<file path="config.mk">
export PLATFORM = sky130hd
export DESIGN_NAME = gzip_out_framer
export DESIGN_NICKNAME = d
export VERILOG_FILES = /design/src/rtl/gzip_out_framer.sv
export SDC_FILE = /design/constraint.sdc
export NUM_CORES = 1
export LEC_CHECK = 0
export CAP_MARGIN = 20
export CORE_UTILIZATION = 45
export DETAILED_ROUTE_END_ITERATION = 6
export PLACE_DENSITY = 0.67
export SLEW_MARGIN = 20
export SYNTH_ARGS = -nofsm -noshare
export SYNTH_HDL_FRONTEND = slang
export SYNTH_SLANG_ARGS = --single-unit
</file>
<file path="constraint.sdc">
create_clock -name core_clock -period 35.9 [get_ports core_clock]
set_input_delay 8.975 -clock core_clock [delete_from_list [all_inputs] [get_ports core_clock]]
set_output_delay 8.975 -clock core_clock [all_outputs]
set_load 0.01 [all_outputs]
</file>
<file path="src/rtl/gzip_out_framer.sv">
`timescale 1ns/1ps
// gzip_out_framer
//   Reads 32-bit words from the Deflate core's output FIFO (non-FWFT, data
//   one cycle after fifo_rden), removes the zero padding the core adds to
//   reach a 64-bit multiple, and emits a byte-exact AXI-Stream. The last
//   beat carries tkeep. A one-word hold register delays every word by one
//   return, so a final word made only of padding can be dropped and tlast
//   moved onto the word before it.
//
// Ports
//   core_clock      single clock
//   bus_reset       synchronous, active-high reset
//   fifo_empty      core output FIFO empty
//   fifo_rden       core FIFO read strobe
//   fifo_data       core FIFO word, stream byte 0 in [7:0]
//   fifo_last       word is the final word of the stream
//   stream_bits     stream length in bits, stable before the last word
//   m_axis_*        AXI-Stream master (tdata/tkeep/tvalid/tready/tlast)
//   words_sent      beats accepted downstream since reset (wraps)
//   pad_dropped     pulse when a padding-only final word is discarded
module gzip_out_framer #(
  parameter int unsigned OUT_DEPTH     = 8,
  parameter int unsigned OUT_DEPTH_LOG = 3
) (
  input  logic        core_clock,
  input  logic        bus_reset,
  input  logic        fifo_empty,
  output logic        fifo_rden,
  input  logic [31:0] fifo_data,
  input  logic        fifo_last,
  input  logic [31:0] stream_bits,
  output logic [31:0] m_axis_tdata,
  output logic [3:0]  m_axis_tkeep,
  output logic        m_axis_tvalid,
  input  logic        m_axis_tready,
  output logic        m_axis_tlast,
  output logic [31:0] words_sent,
  output logic        pad_dropped
);

  localparam int unsigned OCC_W = OUT_DEPTH_LOG + 1;

  typedef struct packed {
    logic [31:0] data;
    logic [3:0]  keep;
    logic        last;
  } beat_t;

  beat_t                    mem [OUT_DEPTH];
  logic [OUT_DEPTH_LOG-1:0] rptr;
  logic [OUT_DEPTH_LOG-1:0] wptr;
  logic [OCC_W-1:0]         occ;
  logic [OCC_W:0]           occ_sum;

  logic        inflight;
  logic [31:0] widx;
  logic [31:0] widx_n;
  logic        hold_valid;
  logic        hold_valid_n;
  logic [31:0] hold_data;
  logic [31:0] hold_data_n;

  logic [32:0]        nbytes;
  logic signed [34:0] rem;
  logic               ret;
  logic               pop;
  logic [1:0]         npush;
  beat_t              e0;
  beat_t              e1;
  beat_t              hold_beat;
  beat_t              head;

  // Bytes-valid mask for a word with v stream bytes left (v clipped to 0..4).
  function automatic logic [3:0] therm(input logic signed [34:0] v);
    if (v >= 4)       therm = 4'b1111;
    else if (v == 3)  therm = 4'b0111;
    else if (v == 2)  therm = 4'b0011;
    else if (v == 1)  therm = 4'b0001;
    else              therm = 4'b0000;
  endfunction

  // An in-flight read may land two pushes (hold + final word), so each
  // outstanding read reserves two slots.
  always_comb begin
    fifo_rden = !bus_reset && !fifo_empty &&
                ((32'(occ) + (inflight ? 32'd2 : 32'd0)) <= (OUT_DEPTH - 32'd2));
  end

  always_comb begin
    nbytes = ({1'b0, stream_bits} + 33'd7) >> 3;
    rem    = $signed({2'b00, nbytes}) - $signed({1'b0, widx, 2'b00});
  end

  always_comb begin
    ret          = inflight && !bus_reset;
    npush        = 2'd0;
    e0           = '0;
    e1           = '0;
    hold_beat    = {hold_data, 4'b1111, 1'b0};
    hold_valid_n = hold_valid;
    hold_data_n  = hold_data;
    widx_n       = widx;
    pad_dropped  = 1'b0;
    if (ret) begin
      if (!fifo_last) begin
        if (hold_valid) begin
          e0    = hold_beat;
          npush = 2'd1;
        end
        hold_valid_n = 1'b1;
        hold_data_n  = fifo_data;
        widx_n       = widx + 32'd1;
      end else begin
        hold_valid_n = 1'b0;
        widx_n       = '0;
        if (rem >= 1) begin
          if (hold_valid) begin
            e0    = hold_beat;
            e1    = {fifo_data, therm(rem), 1'b1};
            npush = 2'd2;
          end else begin
            e0    = {fifo_data, therm(rem), 1'b1};
            npush = 2'd1;
          end
        end else begin
          // Final word is pure padding: the held word becomes the last beat.
          pad_dropped = 1'b1;
          if (hold_valid) begin
            e0    = {hold_data, therm(rem + 35'sd4), 1'b1};
            npush = 2'd1;
          end
        end
      end
    end
  end

  always_comb begin
    head          = mem[rptr];
    m_axis_tvalid = (occ != '0);
    m_axis_tdata  = m_axis_tvalid ? head.data : '0;
    m_axis_tkeep  = m_axis_tvalid ? head.keep : '1;
    m_axis_tlast  = m_axis_tvalid && head.last;
    pop           = m_axis_tvalid && m_axis_tready;
    occ_sum       = {1'b0, occ} + (OCC_W + 1)'(npush) - (OCC_W + 1)'(pop);
  end

  always_ff @(posedge core_clock) begin
    if (bus_reset) begin
      rptr       <= '0;
      wptr       <= '0;
      occ        <= '0;
      inflight   <= 1'b0;
      widx       <= '0;
      hold_valid <= 1'b0;
      hold_data  <= '0;
      words_sent <= '0;
    end else begin
      assert (occ_sum <= (OCC_W + 1)'(OUT_DEPTH));
      inflight   <= fifo_rden;
      widx       <= widx_n;
      hold_valid <= hold_valid_n;
      hold_data  <= hold_data_n;
      occ        <= occ_sum[OCC_W-1:0];
      wptr       <= wptr + OUT_DEPTH_LOG'(npush);
      if (pop) begin
        rptr       <= rptr + OUT_DEPTH_LOG'(1);
        words_sent <= words_sent + 32'd1;
      end
    end
  end

  always_ff @(posedge core_clock) begin
    if (!bus_reset) begin
      if (npush != 2'd0) mem[wptr] <= e0;
      if (npush == 2'd2) mem[wptr + OUT_DEPTH_LOG'(1)] <= e1;
    end
  end

endmodule

</file>
==> impl_metrics.tcl <==
set metrics [dict create \
    vdd_drop_max_mv 0.03209 \
    synth-edff-count 296 \
    dr.pass1.iters 6 \
    crit_chain "clkdlybuf4s50_1 > nand3_1 > nor2_1 > and4_1 > and4_1 > and4_1 > and4_1 > and4_1 > nand2_1 > nor2_1 > and2_1 > xor2_1 > ha_1 > a21oi_1 > o21ai_0 > a211oi_1 > a21oi_1 > o311a_1 > nor4_1 > nand4b_1 > nor2_1 > a21oi_1 > nor2_1 > clkdlybuf4s50_1" \
    detail_route.wirelength_microns 67780 \
    worstHoldPathType "flip-flop to flip-flop" \
    yosys_most_used_dff "edfxtp_1" \
    pre_cts_ws_ns 10.90 \
    synth_fp_nets 2479 \
    critical_path.top_delay_family "simple AND/OR/NAND/NOR gates" \
    grt_busiest_layer "met2" \
    crit_type "input port to output pin" \
    drt-initial-drc-count 1966 \
    area_delta_synth_final_pct 14.72 \
    syn_area_sq_um 23110 \
    startpoint "stream_bits[4]" \
    cts_tree "built" \
    finalHoldViolations 0 \
    synth_commonest_cells "nand2_1 (434), o21ai_0 (327), edfxtp_1 (296)" \
    clk_latency_ns 0.61 \
    r2r_slack_ns 28.77 \
    viasPerCell 6.013 \
    die_area_sq_um 52260 \
    port_buffers 140 \
    worst_slew_pin_slew_ns 1.046 \
    met1_usage_pct 33.51 \
    post_cts_buffers 0 \
    crit_path_top_delay_cell "clkdlybuf4s50_1" \
    rsz0062_at_grt "false" \
    met3_usage_pct 4.653 \
    clk_pin_slew_ns 0.06 \
    wl_per_cell_microns 21.75 \
    synth.most_common_cell "nand2_1" \
    cp_num_buf_inv 2 \
    layout-drive-gt1-share_pct 8.923 \
    ff2ff_path_depth 20 \
    crit_path_end "pad_dropped" \
    cts_buffers 44 \
    period_needed_ns 25.00 \
    clockBufferDepth 3 \
    grt_start_max_net_pins 62 \
    grt_usage_pct 25.64 \
    vias 18735 \
    core_sq_um 50380 \
    reg2reg_to "mem[1][7]$_DFFE_PP_" \
    cts_root_buf "clkbuf_16" \
    clock_sinks 407 \
    maxCapViolCount 0 \
    cts-htree-levels 2 \
    grt_pass1_vias 18483 \
    p_per_area_nw_per_um2 49.48 \
    die_h_microns 228.6 \
    die_w_microns 228.6 \
    synth_area_leader_cell "edfxtp_1" \
    skew_ns 0.04220 \
    pin_count 141 \
    antenna_found_initial 1 \
    rr_startpoint "widx[1]$_SDFFE_PP0P_" \
    power.leakage_nw 8.571 \
    route.antenna.remaining_nets 0 \
    ys_ff_latch 407 \
    cp_max_fo 10 \
    fin_nets 2527 \
    period_share_pct 69.63 \
    end_kind "output pin" \
    ys_warn_count 0 \
    hold_buffers 0 \
    relSlewSlack_pct 30.28 \
    synth.distinct_cells 86 \
    synthArstFlopShare_pct 0 \
    drv_slew 0 \
    num_rows 82 \
    fmax_ghz 0.04000 \
    status "finished clean" \
    grt_pass1_wl_microns 104600 \
    cp-start-kind "input port" \
    initial_core_util_pct 45.87 \
    setup_slack_ns 10.90 \
    synth_top_area_share_pct 38.46 \
    synth_area_leaders "edfxtp_1 (38%), dfxtp_1 (9.6%), mux4_2 (7.2%), o21ai_0 (7.1%), nand2_1 (7.0%)" \
    synth.avg_cell_area_sq_um 9.796 \
    seq_area_frac_synth_pct 48.08 \
    cp_common_cell "and4_1" \
    grt_overflow_total 0 \
    drc 0 \
    finalSetupViolations 0 \
    dp_hpwl_microns 41710 \
    crit_required_ns 26.92 \
    arrival_ns 16.02 \
    ctsResizeCount 0 \
    fin_tns_setup_ns 0 \
    synth_cells 2359 \
    cp.depth 24 \
    grtUsageMet2_pct 42.40 \
    critPathMaxStageDelay_ns 0.69 \
    gp_congestion 0.9241 \
]
==> worst min-delay path by stage <==
stage | startpoint | to | cells after the start
2_1_floorplan | widx[6]$_SDFFE_PP0P_ | widx[6]$_SDFFE_PP0P_ | 2
3_3_place_gp | widx[6]$_SDFFE_PP0P_ | widx[6]$_SDFFE_PP0P_ | 2
3_5_place_dp | hold_data[21]$_SDFFE_PP0P_ | hold_data[21]$_SDFFE_PP0P_ | 2
4_1_cts | hold_data[10]$_SDFFE_PP0P_ | hold_data[10]$_SDFFE_PP0P_ | 2
5_1_grt | widx[6]$_SDFFE_PP0P_ | widx[6]$_SDFFE_PP0P_ | 2
6_report | hold_data[10]$_SDFFE_PP0P_ | hold_data[10]$_SDFFE_PP0P_ | 2
==> flip-flops by register name, indices dropped and copies added, names as in the netlist, named ones only <==
signal	flops
widx	32
hold_valid	1
occ	4
rptr	3
hold_data	32
mem	296
words_sent	32
wptr	3
inflight	1
==> per-layer routing <==
layer / up-vias / routed length (microns)
met5: - / 0
met4: 0 / 2202
met3: 161 / 6197
met2: 924 / 31830
met1: 9031 / 27550
li1: 8619 / -
==> cells in the final DEF (no fill, tap or decap), drive strengths merged, types with 37 or more instances in the layout <==
cell type      count
nand2            434
o21ai            335
edfxtp           296
nor2             191
clkdlybuf4s50    139
dfxtp            111
mux4              74
mux2i             71
a21oi             65
clkbuf            65
nand3             60
xnor2             59
inv               55
ha                48
xor2              47
nand2b            43
nor3              37
==> cell type report <==
cell class	count	area [sq um]
diodes	1	2.502
clock buffers	65	1281
clock inverters	17	173.9
fillers	4444	23870
inverters	53	198.9
multi-input cells	1736	11310
flip-flops and latches	407	11120
well taps	672	840.8
repair buffers	165	1584
==> through the flow <==
step,instance area (sq um),cells,utilization (%),total power [mW],hold WS (ns)
after floorplan,23110,2359,-,0.7421,0.4447
after global placement,25050,3033,49.73,0.8594,0.4583
after detailed placement,25050,3033,49.73,0.8638,0.4645
after CTS,26510,3115,52.62,1.318,0.4759
after global routing,26510,3116,52.63,1.362,0.5007
final,26510,3116,52.63,1.312,0.4755
==> report_power, final <==
| part | switching [mW] | internal, mW | total, mW |
|---|---|---|---|
| logic | 0.158 | 0.161 | 0.318 |
| registers | 0.0241 | 0.510 | 0.534 |
| clock network | 0.196 | 0.263 | 0.460 |
| total | 0.378 | 0.934 | 1.31 |
==> worst register-to-register path, cell delays in order (launching register included) <==
cell and delay, ns:
dfxtp_1 0.47, inv_1 0.09, ha_1 0.29, nor2b_1 0.15
o2111ai_1 0.38, nand2_1 0.16, a2111oi_0 0.71, o22ai_1 0.20
or4_1 0.51, nor4_1 0.23, nand4b_1 0.29, nor2_1 0.23
a21oi_1 0.18, ha_1 0.40, nor3_1 0.59, nand2_1 0.50
xnor2_1 0.27, nor2_2 0.60, buf_4 0.52, nand2_1 0.11
o21ai_0 0.09
==> cell families after synthesis <==
family | count (synthesis) | synth area share, %
adders and majority gates | 51 | 2.859
xor gates and xnor gates | 106 | 4.017
AOI/OAI and AO/OA | 506 | 12.67
muxes | 149 | 10.48
DFF | 407 | 48.08
and+or+nand+nor | 924 | 18.29
buffers and inverters | 216 | 3.595
No activity file was read; power rests on OpenSTA's default activity.
